<file path="config.mk">
export PLATFORM = sky130hd
export DESIGN_NAME = alu4bit
export DESIGN_NICKNAME = d
export VERILOG_FILES = /design/src/rtl/alu4bit_pkg.sv /design/src/rtl/alu4bit_if.sv /design/src/rtl/alu4bit_core.sv /design/src/rtl/alu4bit.sv
export SDC_FILE = /design/constraint.sdc
export NUM_CORES = 1
export LEC_CHECK = 0
export CORE_MARGIN = 4
export CORE_UTILIZATION = 45
export CTS_CLUSTER_SIZE = 8
export DETAILED_ROUTE_END_ITERATION = 12
export PLACE_DENSITY = 0.76
export SETUP_SLACK_MARGIN = 0.1
export SLEW_MARGIN = 0
export SYNTH_ARGS = -nofsm -noshare
export SYNTH_HDL_FRONTEND = slang
export SYNTH_SLANG_ARGS = --single-unit
</file>
<file path="constraint.sdc">
create_clock -name clk -period 2.8 [get_ports clk]
set_input_delay 0.42 -clock clk [delete_from_list [all_inputs] [get_ports clk]]
set_output_delay 0.42 -clock clk [all_outputs]
set_load 0.05 [all_outputs]
</file>
<file path="src/rtl/alu4bit_pkg.sv">
// alu4bit_pkg: shared definitions for the 4-bit registered ALU.
//   opcode_e  : 3-bit operation code, encoded {M,S1,S0}
//   RES_W     : result width (4)
//   is_arith  : true for the four arithmetic operations (M = 0)
// Optional feature macro used by the design: ALU4BIT_FLAGS_EN.
package alu4bit_pkg;

  localparam int RES_W = 4;

  typedef enum logic [2:0] {
    OP_ADD = 3'b000,
    OP_SUB = 3'b001,
    OP_INC = 3'b010,
    OP_DEC = 3'b011,
    OP_AND = 3'b100,
    OP_OR  = 3'b101,
    OP_XOR = 3'b110,
    OP_NOT = 3'b111
  } opcode_e;

  // The mode bit M is the opcode MSB; M = 0 selects the arithmetic group.
  function automatic logic is_arith(input opcode_e op);
    return ~op[2];
  endfunction

endpackage

</file>
<file path="src/rtl/alu4bit_if.sv">
// alu4bit_if: operand/result bundle between the ALU register stage and the
// combinational core.
//   a, b    : operands
//   op      : opcode {M,S1,S0}
//   result  : 4-bit result
//   carry   : carry-out / no-borrow (0 in logic mode)
//   zero/ovf: status flags, present only when ALU4BIT_FLAGS_EN is defined
// Handshake: none. Operands and opcode are valid every cycle and the result
// is a pure function of them; there is no valid/ready pair.
// Modports: master drives operands and reads results, slave (the core)
// reads operands and drives results.
interface alu4bit_if;
  import alu4bit_pkg::*;

  logic [RES_W-1:0] a;
  logic [RES_W-1:0] b;
  opcode_e          op;
  logic [RES_W-1:0] result;
  logic             carry;
`ifdef ALU4BIT_FLAGS_EN
  logic             zero;
  logic             ovf;

  modport master (output a, b, op, input result, carry, zero, ovf);
  modport slave  (input a, b, op, output result, carry, zero, ovf);
`else
  modport master (output a, b, op, input result, carry);
  modport slave  (input a, b, op, output result, carry);
`endif

endinterface

</file>
<file path="src/rtl/alu4bit_core.sv">
// alu4bit_core: purely combinational 4-bit ALU datapath.
// Ports:
//   bus (alu4bit_if.slave): reads a, b, op; drives result, carry and, when
//   ALU4BIT_FLAGS_EN is defined, zero and ovf.
// All four arithmetic operations share one 5-bit adder: a + addend + cin.
module alu4bit_core
  import alu4bit_pkg::*;
(
  alu4bit_if.slave bus
);

  logic [RES_W-1:0] addend;
  logic             cin;
  logic [RES_W:0]   sum;

  // Map each arithmetic op onto the shared adder:
  //   SUB = a + ~b + 1, INC = a + 0001, DEC = a + 1111.
  always_comb begin
    addend = '0;
    cin    = 1'b0;
    case (bus.op)
      OP_ADD:  addend = bus.b;
      OP_SUB:  begin
        addend = ~bus.b;
        cin    = 1'b1;
      end
      OP_INC:  addend = 4'b0001;
      OP_DEC:  addend = 4'b1111;
      default: addend = '0;
    endcase
    sum = {1'b0, bus.a} + {1'b0, addend} + {{RES_W{1'b0}}, cin};
  end

  always_comb begin
    bus.result = sum[RES_W-1:0];
    bus.carry  = 1'b0;
    case (bus.op)
      OP_AND:  bus.result = bus.a & bus.b;
      OP_OR:   bus.result = bus.a | bus.b;
      OP_XOR:  bus.result = bus.a ^ bus.b;
      OP_NOT:  bus.result = ~bus.a;
      default: begin
        bus.result = sum[RES_W-1:0];
        bus.carry  = sum[RES_W];
      end
    endcase
  end

`ifdef ALU4BIT_FLAGS_EN
  // Signed overflow: both adder inputs share a sign and the result sign
  // differs. Using the actual addend (~b for SUB) covers all four ops.
  always_comb begin
    bus.zero = (bus.result == '0);
    bus.ovf  = is_arith(bus.op)
             & (bus.a[RES_W-1] == addend[RES_W-1])
             & (sum[RES_W-1] != bus.a[RES_W-1]);
  end
`endif

endmodule

</file>
<file path="src/rtl/alu4bit.sv">
// alu4bit: 4-bit registered ALU for the toy processor datapath.
// Ports:
//   clk          rising-edge clock
//   rst          synchronous reset, active-high (clears all outputs)
//   A, B         4-bit operands
//   S0, S1, M    opcode select {M,S1,S0}; M = 1 selects logic mode
//   CiOut        carry-out (ADD/INC) or no-borrow (SUB/DEC); 0 in logic mode
//   F3..F0       registered result bits, F3 = MSB
//   Zero, Ovf    registered status flags, only when ALU4BIT_FLAGS_EN is defined
// One clock of latency: inputs sampled at a rising edge appear on the
// outputs right after that edge and hold until the next edge.
module alu4bit
  import alu4bit_pkg::*;
(
  input  logic       clk,
  input  logic       rst,
  input  logic [3:0] A,
  input  logic [3:0] B,
  input  logic       S0,
  input  logic       S1,
  input  logic       M,
  output logic       CiOut,
  output logic       F3,
  output logic       F2,
  output logic       F1,
  output logic       F0
`ifdef ALU4BIT_FLAGS_EN
  ,
  output logic       Zero,
  output logic       Ovf
`endif
);

  alu4bit_if core_bus ();

  assign core_bus.a  = A;
  assign core_bus.b  = B;
  assign core_bus.op = opcode_e'({M, S1, S0});

  alu4bit_core u_core (
    .bus (core_bus)
  );

  logic [RES_W-1:0] result_d, result_q;
  logic             carry_d,  carry_q;

  always_comb begin
    result_d = core_bus.result;
    carry_d  = core_bus.carry;
  end

  always_ff @(posedge clk) begin
    if (rst) begin
      result_q <= '0;
      carry_q  <= 1'b0;
    end else begin
      result_q <= result_d;
      carry_q  <= carry_d;
    end
  end

  assign F3    = result_q[3];
  assign F2    = result_q[2];
  assign F1    = result_q[1];
  assign F0    = result_q[0];
  assign CiOut = carry_q;

`ifdef ALU4BIT_FLAGS_EN
  logic zero_d, zero_q;
  logic ovf_d,  ovf_q;

  always_comb begin
    zero_d = core_bus.zero;
    ovf_d  = core_bus.ovf;
  end

  always_ff @(posedge clk) begin
    if (rst) begin
      zero_q <= 1'b0;
      ovf_q  <= 1'b0;
    end else begin
      zero_q <= zero_d;
      ovf_q  <= ovf_d;
    end
  end

  assign Zero = zero_q;
  assign Ovf  = ovf_q;
`endif

endmodule

</file>
==> impl_metrics.csv, run 1 <==
group,metric,value,unit
sta,maxClockFrequency,409,MHz
power,p_leak,0.403,nW
power,total_power,0.291,mW
clocking,clk_pin_slew,0.04,ns
critical_path,worstSetupPathType,"input port to flip-flop",
power,peakVddDrop,0.000130,V
sta,setup_viol,0,
route,drt-total-wl,1.26,mm
logic_synthesis,syn_area,639,µm²
floorplan,io-pin-count,18,
clocking,cts_hold_buffers,0,
power,p_per_area,341,mW/mm²
clocking,h-tree-depth,1,
sta,drv_slew,0,
critical_path,crit_end,"result_q[2]$_SDFF_PP0_",
global_routing,grt.busiest_layer,"met2",
logic_synthesis,netlist_instances,73,
route,routed_via_density,5.18,
logic_synthesis,synth_ff_type,"dfxtp_1",
placement,io_buffers,17,
layout,nets,120,
logic_synthesis,yosysSeqAreaShare,0.157,
layout,fin_area,852,µm²
critical_path,worst_ep_required_time,2.94,ns
route,ant_nets,0,
critical_path,cp.arrival,2.59,ns
global_routing,use_met2,0.262,
clocking,cts_buffer_depth,2,
clocking,cts_resized,0,
global_routing,antenna_found_initial,0,
sta,rsz0062_at_grt,"no",
sta,setup_tns,0,ns
route,drtIter0Drc,8,
clocking,cts_num_sinks,5,
logic_synthesis,synth-seq-cells,5,
sta,finalCritPeriodShare,0.874,
floorplan,die_h,45.7,µm
route,drc,0,
logic_synthesis,ys_warn_count,0,
global_routing,grt_use_met1,0.174,
route,firstDrtPassIters,4,
route,vias,559,
layout,antennaDiodeCount,0,
critical_path,crit_start,"S0",
global_routing,grt_max_degree,12,
global_routing,met3_usage,0.0119,
logic_synthesis,syn-num-nets,99,
placement,placed_cell_area,826,µm²
floorplan,floorplan.initialDensity,0.485,
floorplan,die_w,45.7,µm
logic_synthesis,synth-edff-count,0,
clocking,cts_tree,"yes",
sta,min_period,2.45,ns
floorplan,coreArea,0.00132,mm²
run,maxCapViolCount,0,
critical_path,start_kind,"input port",
placement,gp_congestion,0.732,
layout,drive_gt1_frac,0.0968,
logic_synthesis,synth_cell_types,27,
clocking,numCtsBuffers,3,
global_routing,grtUsageTotal,0.146,
run_status,run_status,"completed",
worst_hold_path,hp-class,"input port to flip-flop",
critical_path,worst-path-max-fanout,11,
global_routing,grt_first_pass_wirelength,2.27,mm
layout,utilization,0.647,
logic_synthesis,avgSynthCellArea,8.76,µm²
route,wl_per_cell,11.6,µm
placement,dp_hpwl,1.08,mm
sta,worst_pin_slew,0.495,ns
sta,final_hold_viol_count,0,
floorplan,dieArea,0.00209,mm²
clocking,post-cts-setup-buffers,0,
global_routing,grt_pass1_vias,590,
clocking,clock-root-buffer,"clkbuf_4",
sta,fin_hold_ws,0.950,ns
critical_path,cp-end-kind,"flip-flop",
layout,syn2layout_area_growth,33.3,%
sta,slew_headroom,0.669,
global_routing,overflow,0,
logic_synthesis,async_flop_share,0,
floorplan,fp-row-count,13,
-- area by class of cell --
type                    count  area (µm²)
fillers                   112         465
multi-input cells          49         458
repair buffers             20         193
flip-flops and latches      5         100
inverters                  15        56.3
clock buffers               4        26.3
well taps                  15        18.8
-- registers in the layout (all words and copies together) (netlist names) --
signal and cells:
result_q 4, CiOut 1
-- placed cells by master (no fill, tap or decap), types with 2 or more instances in the layout --
cell	instances
xor2_1	2
ha_1	11
a21oi_1	6
fa_1	2
o21ai_0	4
nor2_1	4
clkdlybuf4s50_1	17
or3_1	3
mux4_2	2
nand2_1	2
clkbuf_4	3
inv_1	15
buf_4	3
dfxtp_1	5
-- critical path, stage by stage --
cell and delay, ns:
clkdlybuf4s50_1 0.58, xor2_1 0.23, o21ai_0 0.23, fa_1 0.23, inv_1 0.05, fa_1 0.39, xor2_1 0.17, nor2_1 0.05
a211oi_1 0.21
-- layer usage --
layer  vias to the layer above  routed length [µm]
met5                         -                   0
met4                         0                   0
met3                         0                  56
met2                        11                 653
met1                       258                 545
li1                        290                   -
-- worst min-delay path by stage --
stage | end | depth (start not counted) | startpoint
6_report | result_q[2]$_SDFF_PP0_ | 2 | rst
5_1_grt | result_q[1]$_SDFF_PP0_ | 2 | rst
4_1_cts | CiOut$_SDFF_PP0_ | 2 | rst
3_5_place_dp | result_q[0]$_SDFF_PP0_ | 3 | M
3_3_place_gp | result_q[2]$_SDFF_PP0_ | 2 | rst
2_1_floorplan | result_q[1]$_SDFF_PP0_ | 1 | rst
-- cells by family (layout without fill, tap and decap cells) --
| kind of cell | count (synthesis) | in the layout | synth area share |
|---|---|---|---|
| AOI/OAI and AO/OA | 18 | 18 | 0.196 |
| xor gates and xnor gates | 2 | 2 | 0.0274 |
| adders and majority gates | 13 | 13 | 0.278 |
| buffers and inverters | 19 | 39 | 0.127 |
| DFF | 5 | 5 | 0.157 |
| muxes | 3 | 3 | 0.112 |
| and+or+nand+nor | 13 | 13 | 0.104 |
-- synthesized netlist by cell type (2+ instances only) --
library cell	instances	share of area
inv_1	15	0.088
ha_1	11	0.22
a21oi_1	6	0.047
dfxtp_1	5	0.16
nor2_1	4	0.023
o21ai_0	4	0.031
or3_1	3	0.029
buf_2	2	0.016
fa_1	2	0.063
mux4_2	2	0.070
nand2_1	2	0.012
xor2_1	2	0.027
-- power by group --
group | leakage (nW) | total [mW] | switching [mW] | internal, mW
Combinational | 0.346 | 0.131 | 0.0705 | 0.0607
Clock | 0.0150 | 0.0795 | 0.0259 | 0.0536
Sequential | 0.0415 | 0.0801 | 0.00157 | 0.0785
Total | 0.403 | 0.291 | 0.0979 | 0.193
-- stage by stage --
step / std cells / setup slack [ns]
finish: 108 / 0.352
global route: 108 / 0.103
CTS: 108 / 0.343
detailed placement: 104 / 0.0876
global placement: 104 / 0.187
floorplan: 73 / 0.690
(Power assumes the default switching activity.)
==> inputs of run 2 (changes only) <==
--- a/config.mk
+++ b/config.mk
@@ -10,6 +10,7 @@
 export CTS_CLUSTER_SIZE = 8
 export DETAILED_ROUTE_END_ITERATION = 12
 export PLACE_DENSITY = 0.76
+export RECOVER_POWER = 25
 export SETUP_SLACK_MARGIN = 0.1
 export SLEW_MARGIN = 0
 export SYNTH_ARGS = -nofsm -noshare
==> impl_metrics.csv, run 2 (synthesis gave the netlist of run 1 again) <==
group,metric,value,unit
sta,setup_viol,0,
power,p_leak,0.407,nW
layout,final_cell_mix,"15 x inv_1, 15 x clkdlybuf4s50_1, 11 x ha_1",
clocking,cts_buffer_depth,2,
route,drc,0,
global_routing,grt_pass1_vias,590,
placement,place_inst,104,
layout,drive_gt1_frac,0.0968,
route,firstDrtPassIters,4,
sta,drv_slew,0,
critical_path,start_kind,"input port",
route,drtIter0Drc,8,
layout,ff_latch_area,100,µm²
power,seqPwrFrac,0.276,
floorplan,floorplan.initialDensity,0.485,
layout,multi_input_area,458,µm²
floorplan,io-pin-count,18,
clocking,clk_pin_slew,0.04,ns
sta,finalCritPeriodShare,0.874,
floorplan,die_h,45.7,µm
clocking,cts_hold_buffers,0,
critical_path,cp-end-kind,"flip-flop",
floorplan,die_w,45.7,µm
layout,antennaDiodeCount,0,
floorplan,coreArea,0.00132,mm²
power,pwr-share-clk,0.275,
placement,dp_hpwl,1.08,mm
power,switchingPower,0.0978,mW
run,maxCapViolCount,0,
global_routing,grt_max_degree,12,
sta,maxClockFrequency,409,MHz
run_status,run_status,"completed",
sta,final_hold_viol_count,0,
clocking,post-cts-setup-buffers,0,
floorplan,dieArea,0.00209,mm²
layout,regMostFlops,"result_q",
route,vias,559,
clocking,numCtsBuffers,3,
worst_hold_path,hp-class,"input port to flip-flop",
worst_hold_path,min-delay-start,"rst",
global_routing,overflow,0,
clocking,clock-root-buffer,"clkbuf_4",
layout,nets,120,
power,peakVddDrop,0.000128,V
sta,worst_pin_slew,0.499,ns
layout,syn2layout_area_growth,33.3,%
layout,num-fill-cells,112,
sta,min_period,2.45,ns
clocking,h-tree-depth,1,
route,ant_nets,0,
sta,slew_headroom,0.667,
global_routing,grtUsageTotal,0.146,
critical_path,cp.arrival,2.59,ns
power,intPower,0.192,mW
critical_path,worstSetupPathType,"input port to flip-flop",
route,drt-total-wl,1.25,mm
clocking,cts_tree,"yes",
layout,fin_cells,108,
sta,setup_tns,0,ns
route,routed_via_density,5.18,
global_routing,antenna_found_initial,0,
clocking,cts_resized,0,
power,combPwrFrac,0.449,
placement,gp_congestion,0.732,
floorplan,fp-row-count,13,
power,power.share.switching,0.338,
worst_hold_path,whs_endpoint,"result_q[2]$_SDFF_PP0_",
placement,io_buffers,17,
critical_path,worst_ep_required_time,2.94,ns
critical_path,worst-path-max-fanout,11,
clocking,cts_num_sinks,5,
layout,largest_reg_flops,4,
power,p_per_area,340,mW/mm²
route,wl_per_cell,11.6,µm
worst_hold_path,hold_depth,2,
sta,rsz0062_at_grt,"no",
global_routing,grt_first_pass_wirelength,2.27,mm
[run 2: critical path, cell delays in order]
cell and delay (ns):
clkdlybuf4s50_1 0.58, xor2_1 0.23, o21ai_0 0.23, fa_1 0.23
inv_1 0.05, fa_1 0.39, xor2_1 0.17, nor2_1 0.05
a211oi_1 0.21
[run 2: layout make-up]
class / instances / area share
inverter: 15 / 0.0661
clock buffer: 4 / 0.0308
sequential: 5 / 0.117
multi-input combinational: 49 / 0.537
tap: 15 / 0.0220
timing repair buffer: 20 / 0.226
[run 2: per-layer routing]
| metal | share of wire | track usage |
|---|---|---|
| met1 | 0.43 | 0.174 |
| met2 | 0.52 | 0.262 |
| met3 | 0.045 | 0.0119 |
| met4 | 0 | 0.0682 |
| met5 | 0 | 0 |
[run 2: power by group through the flow]
stage	Sequential [mW]	Combinational [mW]	Clock (mW)
global placement	0.0814	0.129	0
detailed placement	0.0816	0.131	0
CTS	0.0803	0.132	0.0843
floorplan	0.106	0.0594	0
global route	0.0802	0.145	0.0870
finish	0.0799	0.130	0.0795
[run 2: how the worst max path moves through the flow]
stage               startpoint  slack [ns]  cells past startpoint                      to
global placement            S1        0.19                      7  result_q[3]$_SDFF_PP0_
finish                      S0        0.35                      9  result_q[2]$_SDFF_PP0_
floorplan                   S0        0.69                     10  result_q[2]$_SDFF_PP0_
global route                S0        0.10                      9  result_q[2]$_SDFF_PP0_
detailed placement          S0        0.09                      9  result_q[2]$_SDFF_PP0_
CTS                         S0        0.34                      9  result_q[2]$_SDFF_PP0_
[run 2: through the flow]
stage                     power (mW)  setup slack (ns)  hold slack (ns)  instance area (µm²)  utilization
after floorplan                0.166             0.690            0.492                  639            -
after detailed placement       0.213            0.0876             1.19                  826        0.627
after global routing           0.312             0.103            0.967                  852        0.647
final                          0.289             0.352            0.950                  852        0.647
after CTS                      0.297             0.343            0.937                  852        0.647
after global placement         0.211             0.187             1.19                  826        0.627
==> variant 1 (config.mk and constraints of run 2) <==
`result_q` no longer has a reset.
--- a/src/rtl/alu4bit.sv
+++ b/src/rtl/alu4bit.sv
@@ -52,10 +52,12 @@
   always_ff @(posedge clk) begin
     if (rst) begin
-      result_q <= '0;
       carry_q  <= 1'b0;
     end else begin
-      result_q <= result_d;
       carry_q  <= carry_d;
     end
+  end
+
+  always_ff @(posedge clk) begin
+    result_q <= result_d;
   end
 
Function: changed (a bounded check fails within 4 cycles, from zero or initial values and one cycle with rst high).
==> variant 1 against run 2 <==
- routed wire length is 2.7% lower
- die area is 1.5% lower
- synthesized area is 1.8% lower
- via count is 2.9% lower
- combinational power is 16% higher
- cell area is 0.15% lower
- total power is 10% higher
- first-iteration DRC count is 50% higher
- worst setup slack better by 87 ps
- sequential cell count stayed put
- sequential power is 5.1% higher
- critical path type unchanged
- largest power group unchanged
==> variant 1: results (changes against run 2) <==
The flow ran to the end, and the final reports show no timing, DRC or antenna violations. The signal arrival time at the worst endpoint is 2520 ps (-70 ps). The count of H-tree levels built during CTS was 1 (unchanged). The clock slew at the register clock pins of the worst setup and hold paths came out at 40 ps (about the same). The proportion of synthesized flip-flops having asynchronous set or reset came out at 0% (unchanged). The number of buffers on the longest clock path came out at 2 (unchanged).

The post-detailed-routing wire length came to 1.22 mm (-2.7%). The power density relative to cell area came out at 375 mW/mm^2 (+10%). The number of distinct library cells after synthesis is 25 (-7.4%).

The number of diodes came out at 0 (unchanged). The number of inserted filler cells in the final layout is 107 (-4.5%). The weighted congestion at the end of routability-driven global placement came out at 0.902 (+23%).

Sorting the synthesized cells by how often they occur yields 15 x sky130_fd_sc_hd__inv_1, 11 x sky130_fd_sc_hd__ha_1, 5 x sky130_fd_sc_hd__dfxtp_1. The layout cell share with drive strength beyond 1 came to 12.0% (+2.3 points). Following the worst setup path forward leads to its endpoint at result_q[3]$_DFF_P_.

The worst slew slack as a fraction of its limit came to 66.9% (+0.24 points). The number of gates given a new drive strength after cts came to 0 (unchanged). The cell internal power dissipation is 203 uW (+6.0%).

The highest clock rate came out at 0.424 GHz (+3.7%). The number of placed instances with taps included is 103 (-0.96%). The worst hold path stage count is 2 (unchanged). The fraction of power consumed by the clock network came out at 26.4% (-1.1 points). The wire length of the first global-routing pass is 2.06 mm (-9.1%). The post-placement worst setup slack is 173 ps (+85.6 ps). The half-perimeter wire length after placement is 1.03 mm (-4.9%). The via count of the first global-routing pass is 493 (-16%).

The sequential share of the synthesized area is 15.9% (+0.28 points). The most critical setup path has its startpoint at S1. The number of instances in the synthesized netlist was 71 (-2.7%). The number of buffers inserted by port buffering came out at 17 (unchanged). The largest fanout on the critical path came out at 6 (-5).

In the post-synthesis netlist, the biggest area contributors are sky130_fd_sc_hd__ha_1 22%, sky130_fd_sc_hd__dfxtp_1 16%, sky130_fd_sc_hd__inv_1 9.0%. The smallest hold slack came out at 726 ps (-224 ps). The leakage power of the design is 0.428 nW (+5.3%). Ranked by flip-flop count, first place goes to result_q. The post-CTS repair timing setup buffer count came out at 0 (unchanged). The routed length per instance was 11.4 um (-1.8%). The placed cell area came to 825 sq um (-0.15%).

The number of max-slew violations in the final report is 0 (unchanged). The detail-routed via count per cell is 5.07 (-2.0%). The mux cell area share after synthesis is 14.7% (+3.6 points).

The fraction of synthesized cell area in xor and xnor cells is 2.79% (+0.049 points). The pin count of the biggest net entering global routing came out at 9 (-3). The peak ir drop on the vdd network came to 0.122 mV (-4.9%). The synthesized-area fraction occupied by adder cells came to 28.3% (+0.50 points).

The post-synth net total was 97 (-2.0%). The number of DRC markers after the initial detailed-route iteration came out at 12 (+4). The number of antenna violations at the first check in global routing is 0 (unchanged). The total routing usage reported by global routing is 13.6% (-1.0 points). The worst hold path terminates at CiOut$_SDFF_PP0_. The power drawn by the sequential cells is 84.0 uW (+5.1%).

The cell at the root of the clock tree is sky130_fd_sc_hd__clkbuf_4. The synthesized-area fraction occupied by ao, oa, aoi and oai cells came to 15.1% (-4.4 points). The final net count came out at 119 (-0.83%).
==> variant 1: cell type report <==
type | count | area [sq um] | share of cell area [%]
multi-input cells | 47 | 449 | 52.8
repair buffers | 21 | 200 | 23.5
flip-flops and latches | 5 | 100 | 11.8
inverters | 15 | 56.3 | 6.62
clock buffers | 4 | 26.3 | 3.09
well taps | 15 | 18.8 | 2.21
==> variant 1: worst max-delay path, stage by stage <==
cell	delay, ps
sky130_fd_sc_hd__clkdlybuf4s50_1	480
sky130_fd_sc_hd__or3_1	390
sky130_fd_sc_hd__a21oi_1	260
sky130_fd_sc_hd__ha_1	280
sky130_fd_sc_hd__and3b_1	170
sky130_fd_sc_hd__o311a_1	340
sky130_fd_sc_hd__a221oi_2	170
==> variant 1: per-layer routing <==
metal	vias to the layer above	GRT usage (%)	part of all wire (%)	wire, um
met5	-	0	0	0
met4	0	8.77	1.5	18
met3	2	1.59	5.5	67
met2	16	21.8	48	587
met1	244	17.1	45	548
li1	281	-	-	-
==> variant 2 (flow settings as in run 2) <==
Made on the original files. Build with the macro `ALU4BIT_FLAGS_EN` defined.
--- a/src/rtl/alu4bit_if.sv
+++ b/src/rtl/alu4bit_if.sv
@@ -10,4 +10,6 @@
 // Modports: master drives operands and reads results, slave (the core)
 // reads operands and drives results.
+`define ALU4BIT_FLAGS_EN
+
 interface alu4bit_if;
   import alu4bit_pkg::*;
Behaviour (old outputs only; new: Ovf and Zero): unchanged (Yosys induction, for registers that start in step).
==> variant 2 against run 2 <==
- sequential share of layout area up 2.4 points
- sequential cell count up 2
- worst setup slack worse by 28 ps
- largest cell class unchanged
- cell area up 16%
- total power up 24%
- synthesized area up 14%
- routed wire length up 9.2%
- non-clock buffer count up 5
==> variant 2: results (changes against run 2) <==
The met2 demand-to-capacity share in global routing is 26.8% (+0.64 points). The mean instance size in the synthesized netlist came out at 8.68 sq um (-0.85%). The combinational cell fraction of total power came out at 45.1% (+0.2 points).

The run finished with clean final reports. The sequential share of the synthesized area came out at 19.2% (+3.6 points). The cell internal power dissipation was 236 uW (+23%). The leakage power of the design is 0.459 nW (+13%). The number of placed instances with taps included was 121 (+16%). The peak ir drop on the vdd network is 0.134 mV (+4.7%). The vias after detailed routing is 665 (+19%). The worst slew slack as a fraction of its limit came to 66.7% (about the same). The detailed-route wire length on metal 1 came out at 560 um (+2.8%). The non-filler instance count after layout came out at 125 (+16%).

The synthesized-area fraction occupied by ao, oa, aoi and oai cells came out at 14.4% (-5.2 points). The post-placement worst setup slack came out at 70.7 ps (-16.9 ps). The pin count of the biggest net entering global routing came to 14 (+2). The post-synth net total is 110 (+11%).

The largest fanout on the critical path came to 7 (-4). The fraction of synthesized cell area in xor and xnor cells is 4.80% (+2.1 points). The cell family contributing the most delay on the critical path is simple AND/OR/NAND/NOR gates.

Ranked by instance count, the synthesized netlist is headed by 15 x sky130_fd_sc_hd__inv_1, 11 x sky130_fd_sc_hd__ha_1, 8 x sky130_fd_sc_hd__a21oi_1. The placed cell area is 961 sq um (+16%). The signal arrival time at the worst endpoint came out at 2630 ps (+40 ps). The peak per-stage delay on the critical path came out at 520 ps (-60 ps). The half-perimeter wire length after placement is 1.25 mm (+15%). The weighted congestion at the end of routability-driven global placement came out at 0.879 (+20%).

The wire length of the first global-routing pass is 2.33 mm (+2.7%). By area the synthesized netlist is led by sky130_fd_sc_hd__dfxtp_1 19%, sky130_fd_sc_hd__ha_1 19%, sky130_fd_sc_hd__mux4_2 9.3%.
[variant 2: final cells by class]
| cell class | count | area [sq um] | share of cell area [%] |
|---|---|---|---|
| inverter | 15 | 56.3 | 5.70 |
| clock buffer | 4 | 26.3 | 2.66 |
| timing repair buffer | 25 | 235 | 23.8 |
| multi-input combinational | 58 | 509 | 51.6 |
| sequential | 7 | 140 | 14.2 |
| tap | 16 | 20.0 | 2.03 |
[variant 2: worst max path at each step]
stage,startpoint,to,cells past startpoint
2_1_floorplan,M,Zero$_SDFF_PP0_,9
3_3_place_gp,S1,Zero$_SDFF_PP0_,8
3_5_place_dp,S1,Zero$_SDFF_PP0_,8
4_1_cts,S1,Zero$_SDFF_PP0_,8
5_1_grt,S1,Zero$_SDFF_PP0_,8
6_report,S1,Zero$_SDFF_PP0_,8
